[src/rtl/fifo_pkg.sv]
// Shared defaults and width helper for the lane FIFO.
// Pointer and count widths derive from clog2 of the depth.
package fifo_pkg;

   localparam int BW_DEF    = 4;
   localparam int WIDTH_DEF = 1;
   localparam int DEPTH_DEF = 64;

   function automatic int clog2(input int v);
      int r;
      r = 0;
      for (int i = 0; i < 32; i++) begin
         if ((1 << r) < v) r = r + 1;
      end
      return r;
   endfunction

endpackage

[src/rtl/fifo_ptr_ctrl.sv]
// Pointer, occupancy and flag control for the lane FIFO.
// Flags are computed from the next count so they move with it.
module fifo_ptr_ctrl
   import fifo_pkg::*;
#(
   parameter int depth    = DEPTH_DEF,
   parameter int af_level = depth - 4,
   localparam int aw      = clog2(depth),
   localparam int cw      = aw + 1
) (
   input  logic          clk,
   input  logic          reset,
   input  logic          wr,
   input  logic          rd,
   output logic          wen,
   output logic [aw-1:0] wptr,
   output logic [aw-1:0] rptr,
   output logic          full,
   output logic          empty,
   output logic          afull,
   output logic [cw-1:0] count,
   output logic          ovf,
   output logic          udf
);

   logic          ren;
   logic [cw-1:0] cnt_nxt;

   // Acceptance uses pre-edge flags; a read never frees room for a write.
   assign wen     = wr && !full;
   assign ren     = rd && !empty;
   assign cnt_nxt = count + cw'(wen) - cw'(ren);

   always_ff @(posedge clk) begin
      if (reset) begin
         wptr  <= '0;
         rptr  <= '0;
         count <= '0;
         full  <= 1'b0;
         empty <= 1'b1;
         afull <= 1'b0;
         ovf   <= 1'b0;
         udf   <= 1'b0;
      end else begin
         if (wen) wptr <= wptr + aw'(1);
         if (ren) rptr <= rptr + aw'(1);
         count <= cnt_nxt;
         full  <= (cnt_nxt == cw'(depth));
         empty <= (cnt_nxt == '0);
         afull <= (cnt_nxt >= cw'(af_level));
         if (wr && full)  ovf <= 1'b1;
         if (rd && empty) udf <= 1'b1;
      end
   end

endmodule

[src/rtl/fifo_lanes.sv]
// Multi-lane first-word-fall-through FIFO with shared pointers.
// Storage is unreset; out is only meaningful while not empty.
module fifo_lanes
   import fifo_pkg::*;
#(
   parameter int bw       = BW_DEF,
   parameter int width    = WIDTH_DEF,
   parameter int depth    = DEPTH_DEF,
   parameter int af_level = depth - 4,
   localparam int aw      = clog2(depth),
   localparam int cw      = aw + 1
) (
   input  logic               clk,
   input  logic               reset,
   input  logic [width*bw-1:0] in,
   input  logic               wr,
   input  logic               rd,
   output logic [width*bw-1:0] out,
   output logic               o_full,
   output logic               o_ready,
   output logic               o_empty,
   output logic               o_afull,
   output logic [cw-1:0]      o_count,
   output logic               o_ovf,
   output logic               o_udf
);

   logic [width*bw-1:0] mem [depth];
   logic                wen;
   logic [aw-1:0]       wptr;
   logic [aw-1:0]       rptr;

   fifo_ptr_ctrl #(
      .depth    (depth),
      .af_level (af_level)
   ) u_ctrl (
      .clk   (clk),
      .reset (reset),
      .wr    (wr),
      .rd    (rd),
      .wen   (wen),
      .wptr  (wptr),
      .rptr  (rptr),
      .full  (o_full),
      .empty (o_empty),
      .afull (o_afull),
      .count (o_count),
      .ovf   (o_ovf),
      .udf   (o_udf)
   );

   always_ff @(posedge clk) begin
      if (wen && !reset) mem[wptr] <= in;
   end

   assign out     = mem[rptr];
   assign o_ready = !o_full;

endmodule

[config.mk]
export PLATFORM = sky130hd
export DESIGN_NAME = fifo_lanes
export DESIGN_NICKNAME = d
export VERILOG_FILES = /design/src/rtl/fifo_pkg.sv /design/src/rtl/fifo_ptr_ctrl.sv /design/src/rtl/fifo_lanes.sv
export SDC_FILE = /design/constraint.sdc
export NUM_CORES = 1
export LEC_CHECK = 0
export BUFFER_PORTS_ARGS = -buffer_cell sky130_fd_sc_hd__buf_4
export CORE_UTILIZATION = 65
export DETAILED_ROUTE_END_ITERATION = 16
export GPL_ROUTABILITY_DRIVEN = 0
export HOLD_SLACK_MARGIN = 0.02
export PLACE_DENSITY = 0.82
export SLEW_MARGIN = 20
export SYNTH_ARGS = -nofsm -noshare
export SYNTH_HDL_FRONTEND = slang
export SYNTH_HIERARCHICAL = 1
export SYNTH_SLANG_ARGS = --single-unit
[constraint.sdc]
create_clock -name clk -period 5.9 [get_ports clk]
set_input_delay 0.295 -clock clk [delete_from_list [all_inputs] [get_ports clk]]
set_output_delay 0.295 -clock clk [all_outputs]
set_load 0.005 [all_outputs]
==> metrics.txt <==
Seq/Total Area, Yosys=0.705; max-cap violations=0; Startpoint Class=flop; vias in the first global route=6,017; peak supply drop=0.364 mV; pins over their slew limit=0; FF+latch area=8170 um^2; filler cell count in the final layout=1,028; Ports=25; vias per cell=6.54; Req. time, crit path=5.61 ns; ANT nets after route=0; Final Critical Period=4.01 ns; static leakage=0.00392 uW; CTS root buffer=clkbuf_16; non-filler cells, final=910; Post-Place Cells=859; multi-input logic area=3020 um^2; ant diodes=0; Total GRT Usage=0.262; Synth async-reset ratio=0; crit-path max FO=53; initial antenna violation count=0; Setup Skew=0.0101 ns; Pwr Density=351 nW/um^2; die height=136 um; post-route cell area=12,600 um^2; top post-synthesis cells by count=edfxtp_1 (256), nor2_1 (88), mux4_2 (44); part of the cycle the worst path needs=0.680; CTS sink cnt=280; RSZ-0062 raised after global routing=false; Crit Path Category=reg2out; worst hold path depth=2; R2R setup slack=3.08 ns; worst hold-check path type=in2reg; dominant cell by count in the synthesized netlist=edfxtp_1; fmax=0.249 GHz; Largest delay share family, worst path=flip-flops; H-tree depth=1; worst r2r dst=u_ctrl/empty; worst reg2reg path depth=10; Hold EP=u_ctrl/ovf; Post-CTS Setup Inserts=0; Synth cell types=57; Placeable Area=17,400 um^2; Final Core Density=0.724; DP Area=11,700 um^2; area leader, netlist=edfxtp_1; layout cell share with drive strength beyond 1=0.197; clock latency on the worst-skew pair=0.52 ns; mean post-synth cell area=18.1 um^2; synth warn=6; Port Buffers=24; synth top area cells=edfxtp_1 (66%), mux4_2 (8.5%), dfxtp_1 (4.1%); Critical-path top delay cell=dfxtp_4; Setup WS pre-CTS=2.52 ns; endpoint type of the worst setup path=output pin; Die ar.=18,400 um^2; worst-margin pin slew=0.930 ns; worst path buffer plus inverter count=3; final-stage net count=683; area grow syn2layout=8.48%; EDFF count, synth=256; outcome=complete, no violations; wire per inst=24.6 um; Initial Utilization=0.668; Clock Tree Buf Depth=3; Synth top area share=0.663; ys flop type=edfxtp_1; Remaining DRCs=0; global-route wire length before repair=34,700 um; Final Worst Setup Slack=1.89 ns; grt total ovfl=0; Final Setup Violations=0; routed wire length=22,400 um; Iter 0 DRT Violations=679; post-route setup TNS=0 ns; cells along the critical path=buf_4 -> mux4_1 -> inv_1 -> a2111oi_0 -> o41ai_1 -> o41ai_1 -> buf_4; TritonCTS Buffers=27; Syn Nets=659; arrival time at the worst endpoint=3.72 ns; DR pass1 iterations=5; Seq cells post-synth=280; Worst path depth=7; CTS tree=built; max incr delay on CP=0.97 ns; relative slew slack=0.380; estimated wirelength of the detail-placed design=13,600 um; Hold Vio Cnt, Final=0; Worst-path clk slew=0.06 ns; via count=5,948; Die X-Extent=136 um; Hold Startpoint=reset; Syn Inst Count=641; largest net degree at the start of global routing=65; Worst R2R Start=u_ctrl/empty; FP Rows=48; Netlist Area Pre-Place=11,600 um^2
==> state kept, by name, indices dropped and copies added (netlist names) <==
signal / count
mem: 256
u_ctrl/afull: 1
u_ctrl/count: 7
u_ctrl/empty: 1
u_ctrl/full: 1
u_ctrl/ovf: 1
u_ctrl/rptr: 6
u_ctrl/udf: 1
u_ctrl/wptr: 6
==> area by class of cell <==
cell class	instances	share of cell area
Tap cell	225	0.0224
Clock inverter	13	0.00965
Clock buffer	36	0.0572
Multi-Input combinational cell	317	0.240
Timing Repair Buffer	29	0.0177
Inverter	10	0.00299
Sequential cell	280	0.650
==> worst max path at each step <==
stage / start / end / slack [ns]
floorplan: rd / u_ctrl/empty / 3.48
global placement: u_ctrl/rptr[0] / out[1] / 2.52
detailed placement: u_ctrl/rptr[0] / out[1] / 2.52
CTS: u_ctrl/rptr[0] / out[1] / 1.87
global route: u_ctrl/rptr[0] / out[1] / 1.61
finish: u_ctrl/rptr[0] / out[1] / 1.89
==> cells by family (layout without fill, tap and decap cells) <==
kind of cell | Yosys count | after routing | share of synthesized area
xor+xnor | 15 | 15 | 0.0113
fa+ha+maj | 10 | 10 | 0.0114
flops | 280 | 280 | 0.705
mux | 70 | 70 | 0.131
simple gates | 164 | 164 | 0.0672
compound gates | 58 | 58 | 0.0391
buf+inv | 44 | 88 | 0.0350
==> report_power, final <==
group / switching [uW] / leakage [uW] / internal (uW)
combinational: 273 / 0.00101 / 250
sequential: 51.4 / 0.00250 / 2200
clock: 694 / 0.000409 / 945
total: 1020 / 0.00392 / 3390
==> layout by cell type (no fill, tap or decap), types with 4 or more instances in the layout <==
| cell type | instances |
|---|---|
| a2111oi_2 | 4 |
| a21oi_1 | 11 |
| buf_4 | 27 |
| clkbuf_1 | 8 |
| clkbuf_16 | 27 |
| clkinv_2 | 6 |
| dfxtp_1 | 21 |
| edfxtp_1 | 256 |
| ha_1 | 9 |
| inv_1 | 10 |
| mux2_2 | 4 |
| mux2i_1 | 5 |
| mux4_1 | 16 |
| mux4_2 | 44 |
| nand2_1 | 16 |
| nand3_1 | 12 |
| nand4_1 | 4 |
| nor2_1 | 88 |
| nor2b_1 | 19 |
| o21ai_1 | 4 |
| o221ai_1 | 6 |
| o22ai_1 | 10 |
| xnor2_1 | 7 |
| xor2_1 | 8 |
==> worst reg2reg max path, delay by kind of cell (launching register included) <==
family	cells	cell delay [ns]
flops	1	0.33
fa+ha+maj	3	0.87
compound gates	4	0.72
xor+xnor	1	0.33
simple gates	1	0.48
buf+inv	1	0.04
==> metrics by stage <==
stage / hold WS, ns / total power [uW]
floorplan: 0.367 / 2680
global placement: 0.451 / 2790
detailed placement: 0.467 / 2800
CTS: 0.119 / 4420
global route: 0.125 / 4550
finish: 0.131 / 4410
==> routing by layer <==
layer,track usage,part of all wire
met1,0.367,0.41
met2,0.411,0.48
met3,0.0464,0.077
met4,0.110,0.035
met5,0,0
==> what timing repair did <==
action	4_1_cts	5_1_grt
resized for setup	0	0
hold buffers	2	0
hold endpoints to repair	2	0
(Power assumes the default switching activity.)
